[src/rtl/fetch_pc_gen_if.sv]
// Fetch PC generator bus: next-PC select code and candidates in, fetch PC and tags out.
interface fetch_pc_gen_if #(
  parameter int unsigned PC_W = 16
);
  localparam int unsigned SEL_W   = 3;
  localparam int unsigned EPOCH_W = 3;

  // Upstream selector and candidate addresses
  logic [SEL_W-1:0]   PC_select;
  logic [PC_W-1:0]    pred_tgt0;
  logic [PC_W-1:0]    pred_tgt1;
  logic [PC_W-1:0]    jump_tgt;
  logic [PC_W-1:0]    recovery_pc;
  logic [PC_W-1:0]    bhndlr_pc;

  // Fetch PC and side-band tags
  logic [PC_W-1:0]    pc;
  logic               pc_valid;
  logic               redirect;
  logic [EPOCH_W-1:0] epoch;
  logic               hold_timeout;
  logic               sel_err;

  // Driver side: selector/candidates out, fetch PC observed
  modport master (
    output PC_select, pred_tgt0, pred_tgt1, jump_tgt, recovery_pc, bhndlr_pc,
    input  pc, pc_valid, redirect, epoch, hold_timeout, sel_err
  );

  // PC generator side
  modport slave (
    input  PC_select, pred_tgt0, pred_tgt1, jump_tgt, recovery_pc, bhndlr_pc,
    output pc, pc_valid, redirect, epoch, hold_timeout, sel_err
  );
endinterface

[src/rtl/fetch_pc_gen.sv]
// Fetch-stage PC register with next-PC mux, redirect/epoch tagging,
// hold watchdog and sticky illegal-select flag. All outputs registered.
module fetch_pc_gen #(
  parameter int unsigned PC_W       = 16,
  parameter int unsigned FETCH_INC  = 4,
  parameter int unsigned RESET_VEC  = 0,
  parameter int unsigned HOLD_LIMIT = 64
) (
  input  logic                clk,
  input  logic                rst,
  fetch_pc_gen_if.slave       bus
);

  localparam int unsigned SEL_W   = 3;
  localparam int unsigned EPOCH_W = 3;
  localparam int unsigned HCNT_W  = 8;

  localparam logic [PC_W-1:0]   PC_INC   = PC_W'(FETCH_INC);
  localparam logic [PC_W-1:0]   RST_PC   = PC_W'(RESET_VEC);
  localparam logic [HCNT_W-1:0] HOLD_LIM = HCNT_W'(HOLD_LIMIT);
  localparam logic [HCNT_W-1:0] HCNT_MAX = '1;

  typedef enum logic [SEL_W-1:0] {
    SEL_PRED0 = 3'd0,
    SEL_PRED1 = 3'd1,
    SEL_JUMP  = 3'd2,
    SEL_RECOV = 3'd3,
    SEL_BHNDL = 3'd4,
    SEL_SEQ   = 3'd5,
    SEL_HOLD  = 3'd6,
    SEL_RESET = 3'd7
  } pc_sel_e;

  pc_sel_e             sel;

  logic [PC_W-1:0]     pc_q,           pc_d;
  logic                pc_valid_q,     pc_valid_d;
  logic                redirect_q,     redirect_d;
  logic [EPOCH_W-1:0]  epoch_q,        epoch_d;
  logic [HCNT_W-1:0]   hold_cnt_q,     hold_cnt_d;
  logic                hold_timeout_q, hold_timeout_d;
  logic                sel_err_q,      sel_err_d;

  assign sel = pc_sel_e'(bus.PC_select);

  // Next-state decode: mux the fetch PC and update tags/diagnostics per select code
  always_comb begin
    pc_d           = pc_q;
    pc_valid_d     = pc_valid_q;
    redirect_d     = 1'b0;
    epoch_d        = epoch_q;
    hold_cnt_d     = '0;
    hold_timeout_d = (hold_cnt_q >= HOLD_LIM);
    sel_err_d      = sel_err_q;

    case (sel)
      SEL_PRED0: begin
        pc_d       = bus.pred_tgt0;
        pc_valid_d = 1'b1;
        redirect_d = 1'b1;
      end
      SEL_PRED1: begin
        pc_d       = bus.pred_tgt1;
        pc_valid_d = 1'b1;
        redirect_d = 1'b1;
      end
      SEL_JUMP: begin
        pc_d       = bus.jump_tgt;
        pc_valid_d = 1'b1;
        redirect_d = 1'b1;
      end
      SEL_RECOV: begin
        pc_d       = bus.recovery_pc;
        pc_valid_d = 1'b1;
        redirect_d = 1'b1;
        epoch_d    = epoch_q + 3'd1;
      end
      SEL_BHNDL: begin
        pc_d       = bus.bhndlr_pc;
        pc_valid_d = 1'b1;
        redirect_d = 1'b1;
      end
      SEL_SEQ: begin
        // Truncating add wraps silently at the top of the address space
        pc_d       = pc_q + PC_INC;
        pc_valid_d = 1'b1;
      end
      SEL_HOLD: begin
        hold_cnt_d = (hold_cnt_q == HCNT_MAX) ? hold_cnt_q : hold_cnt_q + 8'd1;
      end
      SEL_RESET: begin
        pc_d       = RST_PC;
        pc_valid_d = 1'b0;
        sel_err_d  = 1'b1;
      end
      default: begin
      end
    endcase
  end

  // State register with synchronous reset overriding any select code
  always_ff @(posedge clk) begin
    if (rst) begin
      pc_q           <= RST_PC;
      pc_valid_q     <= 1'b0;
      redirect_q     <= 1'b0;
      epoch_q        <= '0;
      hold_cnt_q     <= '0;
      hold_timeout_q <= 1'b0;
      sel_err_q      <= 1'b0;
    end else begin
      pc_q           <= pc_d;
      pc_valid_q     <= pc_valid_d;
      redirect_q     <= redirect_d;
      epoch_q        <= epoch_d;
      hold_cnt_q     <= hold_cnt_d;
      hold_timeout_q <= hold_timeout_d;
      sel_err_q      <= sel_err_d;
    end
  end

  assign bus.pc           = pc_q;
  assign bus.pc_valid     = pc_valid_q;
  assign bus.redirect     = redirect_q;
  assign bus.epoch        = epoch_q;
  assign bus.hold_timeout = hold_timeout_q;
  assign bus.sel_err      = sel_err_q;

endmodule

[src/flat_wrapper.sv]
// flat-port wrapper written by rule: the top's interface ports become plain ports
module fetch_pc_gen_flat 
#(
  parameter int unsigned PC_W       = 16,
  parameter int unsigned FETCH_INC  = 4,
  parameter int unsigned RESET_VEC  = 0,
  parameter int unsigned HOLD_LIMIT = 64
)
  (clk, rst, bus_PC_select, bus_pred_tgt0, bus_pred_tgt1, bus_jump_tgt, bus_recovery_pc, bus_bhndlr_pc, bus_pc, bus_pc_valid, bus_redirect, bus_epoch, bus_hold_timeout, bus_sel_err);
  fetch_pc_gen_if #(.PC_W(PC_W)) bus_i ();
  input  logic clk;
  input  logic rst;
  input wire logic [$bits(bus_i.PC_select)-1:0] bus_PC_select;
  input wire logic [$bits(bus_i.pred_tgt0)-1:0] bus_pred_tgt0;
  input wire logic [$bits(bus_i.pred_tgt1)-1:0] bus_pred_tgt1;
  input wire logic [$bits(bus_i.jump_tgt)-1:0] bus_jump_tgt;
  input wire logic [$bits(bus_i.recovery_pc)-1:0] bus_recovery_pc;
  input wire logic [$bits(bus_i.bhndlr_pc)-1:0] bus_bhndlr_pc;
  output wire logic [$bits(bus_i.pc)-1:0] bus_pc;
  output wire logic [$bits(bus_i.pc_valid)-1:0] bus_pc_valid;
  output wire logic [$bits(bus_i.redirect)-1:0] bus_redirect;
  output wire logic [$bits(bus_i.epoch)-1:0] bus_epoch;
  output wire logic [$bits(bus_i.hold_timeout)-1:0] bus_hold_timeout;
  output wire logic [$bits(bus_i.sel_err)-1:0] bus_sel_err;
  assign bus_i.PC_select = bus_PC_select;
  assign bus_i.pred_tgt0 = bus_pred_tgt0;
  assign bus_i.pred_tgt1 = bus_pred_tgt1;
  assign bus_i.jump_tgt = bus_jump_tgt;
  assign bus_i.recovery_pc = bus_recovery_pc;
  assign bus_i.bhndlr_pc = bus_bhndlr_pc;
  assign bus_pc = bus_i.pc;
  assign bus_pc_valid = bus_i.pc_valid;
  assign bus_redirect = bus_i.redirect;
  assign bus_epoch = bus_i.epoch;
  assign bus_hold_timeout = bus_i.hold_timeout;
  assign bus_sel_err = bus_i.sel_err;
  fetch_pc_gen #(.PC_W(PC_W), .FETCH_INC(FETCH_INC), .RESET_VEC(RESET_VEC), .HOLD_LIMIT(HOLD_LIMIT)) u_core (.clk(clk), .rst(rst), .bus(bus_i));
endmodule
[config.mk]
export PLATFORM = sky130hd
export DESIGN_NAME = fetch_pc_gen_flat
export DESIGN_NICKNAME = d
export VERILOG_FILES = /design/src/rtl/fetch_pc_gen_if.sv /design/src/rtl/fetch_pc_gen.sv /design/src/flat_wrapper.sv
export SDC_FILE = /design/constraint.sdc
export NUM_CORES = 1
export LEC_CHECK = 0
export ABC_CLOCK_PERIOD_IN_PS = 2800
export CAP_MARGIN = 20
export CORE_ASPECT_RATIO = 2
export CORE_UTILIZATION = 42
export CTS_CLUSTER_SIZE = 25
export DETAILED_ROUTE_END_ITERATION = 6
export PLACE_DENSITY = 0.81
export SETUP_SLACK_MARGIN = 0.3
export SLEW_MARGIN = 10
export SYNTH_ARGS = -nofsm -noshare
export SYNTH_HDL_FRONTEND = slang
export SYNTH_SLANG_ARGS = --single-unit
[constraint.sdc]
create_clock -name clk -period 2.8 [get_ports clk]
set_input_delay 0.56 -clock clk [delete_from_list [all_inputs] [get_ports clk]]
set_output_delay 0.56 -clock clk [all_outputs]
set_load 0.005 [all_outputs]
==> results.toml <==
[finish]
final_nets = 502
final_common_cell = "clkdlybuf4s50_1"
final_core_util = 0.661
layout-drive-gt1-share = 0.0918
mostFrequentLayoutCells = "107 x clkdlybuf4s50_1, 32 x nor2_1, 31 x dfxtp_1"
diodes = 0
area_delta_synth_final_pct = 50.9
finalInstanceArea_mm2 = 0.00361

[die]
dieArea_mm2 = 0.00603
die_w_um = 55.4
coreArea_mm2 = 0.00547
num_io_pins = 108
chipHeight_um = 109
rows = 38
initial_core_util = 0.438

[global_route]
grt.busiest_layer = "met2"
grt_max_degree = 37
grtUsageMet2 = 0.561
antenna_found_initial = 0
overflow = 0
grt_pass1_wl_mm = 14.1
track_usage = 0.300
grt_pass1_vias = 2949
gr-usage-met1 = 0.291
use_met3 = 0.0617

[power_and_ir_drop]
p_total_uw = 1360
power_frac_clock = 0.264
ir_drop_mv = 0.341
pwr-share-comb = 0.353
pwr-share-seq = 0.384
p_leak_uw = 0.00134
power.density_mw_per_mm2 = 376
intPower_uw = 921
p_switching_uw = 436
p_sw_frac = 0.321

[logic_synthesis]
syn_area_per_cell_um2 = 7.85
synthesis.area_mm2 = 0.00239
async_flop_share = 0
yosysTopAreaCell = "dfxtp_1"
synth_edf_count = 0
synth_warnings = 0
syn_nets = 394
yosys_most_used_dff = "dfxtp_1"
netlist_instances = 305
ys_types = 65
yosysSeqAreaShare = 0.259
synthTopCellsByArea = "dfxtp_1 26%, nor2_1 5.0%, o21ai_0 4.8%"
synthDominantCellAreaShare = 0.259
synth-seq-cells = 31

[worst_setup_path]
critical_path_arrival_ns = 2.58
worst_setup_path_start_kind = "primary input"
cp.required_ns = 2.98
cp_max_fo = 8
crit_type = "primary input to register"
end_kind = "register"

[timing]
rsz0062_at_grt = "no"
finalHoldViolCount = 0
fin_crit_ns = 2.40
setup_violations = 0
finalMaxSlewViolations = 0
setup_slack_ns = 0.399
slew_headroom = 0.649
max_freq_mhz = 417
hold_ws_ns = 0.476
clock_skew_ns = 0.00570
worst_slew_pin_slew_ns = 0.525
period_share = 0.857

[drt]
routedWlPerCell_um = 18.8
drc_errors = 0
drtIter0Drc = 158
drt.antenna.violating_nets = 0
vias = 2932
wirelength_mm = 8.91
first_pass_iters = 5
viasPerCell = 6.19

[clock_tree]
cts_buffers = 5
post_cts.repair.setup_buffers = 0
clkTransAtPathRegs_ns = 0.07
htree_levels = 2
cts_tree = "done"
clockBufferDepth = 2
cts_hold_buf = 0
cts_root_buffer = "clkbuf_8"
clock_latency_ns = 0.29
cts.sinks = 31

[placement]
portBuffers = 107
place_hpwl_mm = 6.75
gp_congestion = 0.895
dpl_cell_area_mm2 = 0.00352
place_ws_ns = -0.00136

[run]
drv_cap = 0

[min_path]
worstHoldPathType = "register to register"

[outcome]
outcome = "completed"
-- cell families after synthesis --
family,count (synthesis),synth area share
muxes,11,0.0475
adders and majority gates,5,0.0282
DFF,31,0.259
AOI/OAI and AO/OA,109,0.317
buffers and inverters,31,0.0763
and+or+nand+nor,105,0.225
xor gates and xnor gates,13,0.0475
-- cell usage after synthesis (3+ instances only) --
library cell / instances
nand3_1: 11
o21a_1: 3
nor2_1: 32
a221oi_1: 3
and3b_1: 3
o21bai_1: 5
nand4_1: 7
buf_2: 11
nor2b_1: 4
xnor2_1: 5
a31oi_1: 6
o221ai_1: 7
and3_1: 4
dfxtp_1: 31
mux2i_1: 8
inv_1: 5
xor2_1: 8
a221o_1: 3
buf_4: 3
ha_1: 3
nand2b_1: 3
o22ai_1: 4
buf_6: 4
a32o_1: 4
nor3_1: 5
mux2_2: 3
o21ai_0: 23
a21oi_1: 16
clkbuf_1: 4
nand2_1: 19
a22oi_1: 8
o211ai_1: 7
-- power groups by stage --
stage | clock network (uW) | logic, uW | registers [uW]
after floorplan | 0 | 217 | 518
after detailed placement | 0 | 472 | 528
final | 358 | 479 | 521
after CTS | 367 | 475 | 518
after global routing | 380 | 519 | 523
after global placement | 0 | 465 | 527
-- registers in the layout, summed over array words and instances, names as in the netlist --
signal,flops
u_core.bus.pc_valid,1
u_core.bus.epoch,3
u_core.bus.pc,16
u_core.bus.redirect,1
u_core.bus.sel_err,1
u_core.hold_cnt_q,8
u_core.bus.hold_timeout,1
-- per-stage QoR --
stage / cells / setup TNS, ns
global placement: 466 / 0
finish: 474 / 0
floorplan: 305 / 0
detailed placement: 466 / -0.00136
global route: 474 / 0
CTS: 474 / 0
-- critical path: stages --
cell and delay, ns:
clkdlybuf4s50_1 0.49, inv_2 0.06, fa_2 0.66, nand2_1 0.16, o21ai_2 0.19, a21o_1 0.12
a21oi_1 0.04, a221o_1 0.30
-- final timing paths --
| check | end | depth (start not counted) | from | slack [ns] |
|---|---|---|---|---|
| max reg2reg | u_core.bus.pc[14] | 5 | u_core.bus.pc[4] | 0.97 |
| min | u_core.bus.pc[1] | 2 | u_core.bus.pc[1] | 0.48 |
| min reg2reg | u_core.bus.pc[1] | 2 | u_core.bus.pc[1] | 0.48 |
| max | u_core.bus.pc[13] | 8 | bus_PC_select[1] | 0.40 |
-- cell type report --
cell class / instances / area (um^2)
clock buffers: 5 / 68.8
clock inverters: 3 / 20.0
fillers: 502 / 1850
inverters: 7 / 26.3
multi-input cells: 243 / 1600
flip-flops and latches: 31 / 621
well taps: 60 / 75.1
repair buffers: 125 / 1210
-- what timing repair did --
action                                  in CTS  in global routing
endpoints found under the setup margin       0                  1
gates resized for setup                      0                  2
endpoints found under the hold margin        0                  0
-- routing by layer --
metal	part of all wire	wire, um
met1	0.35	3140
met4	0.053	470
met3	0.063	559
met5	0	0
met2	0.53	4740
No activity file was read; power rests on OpenSTA's default activity.
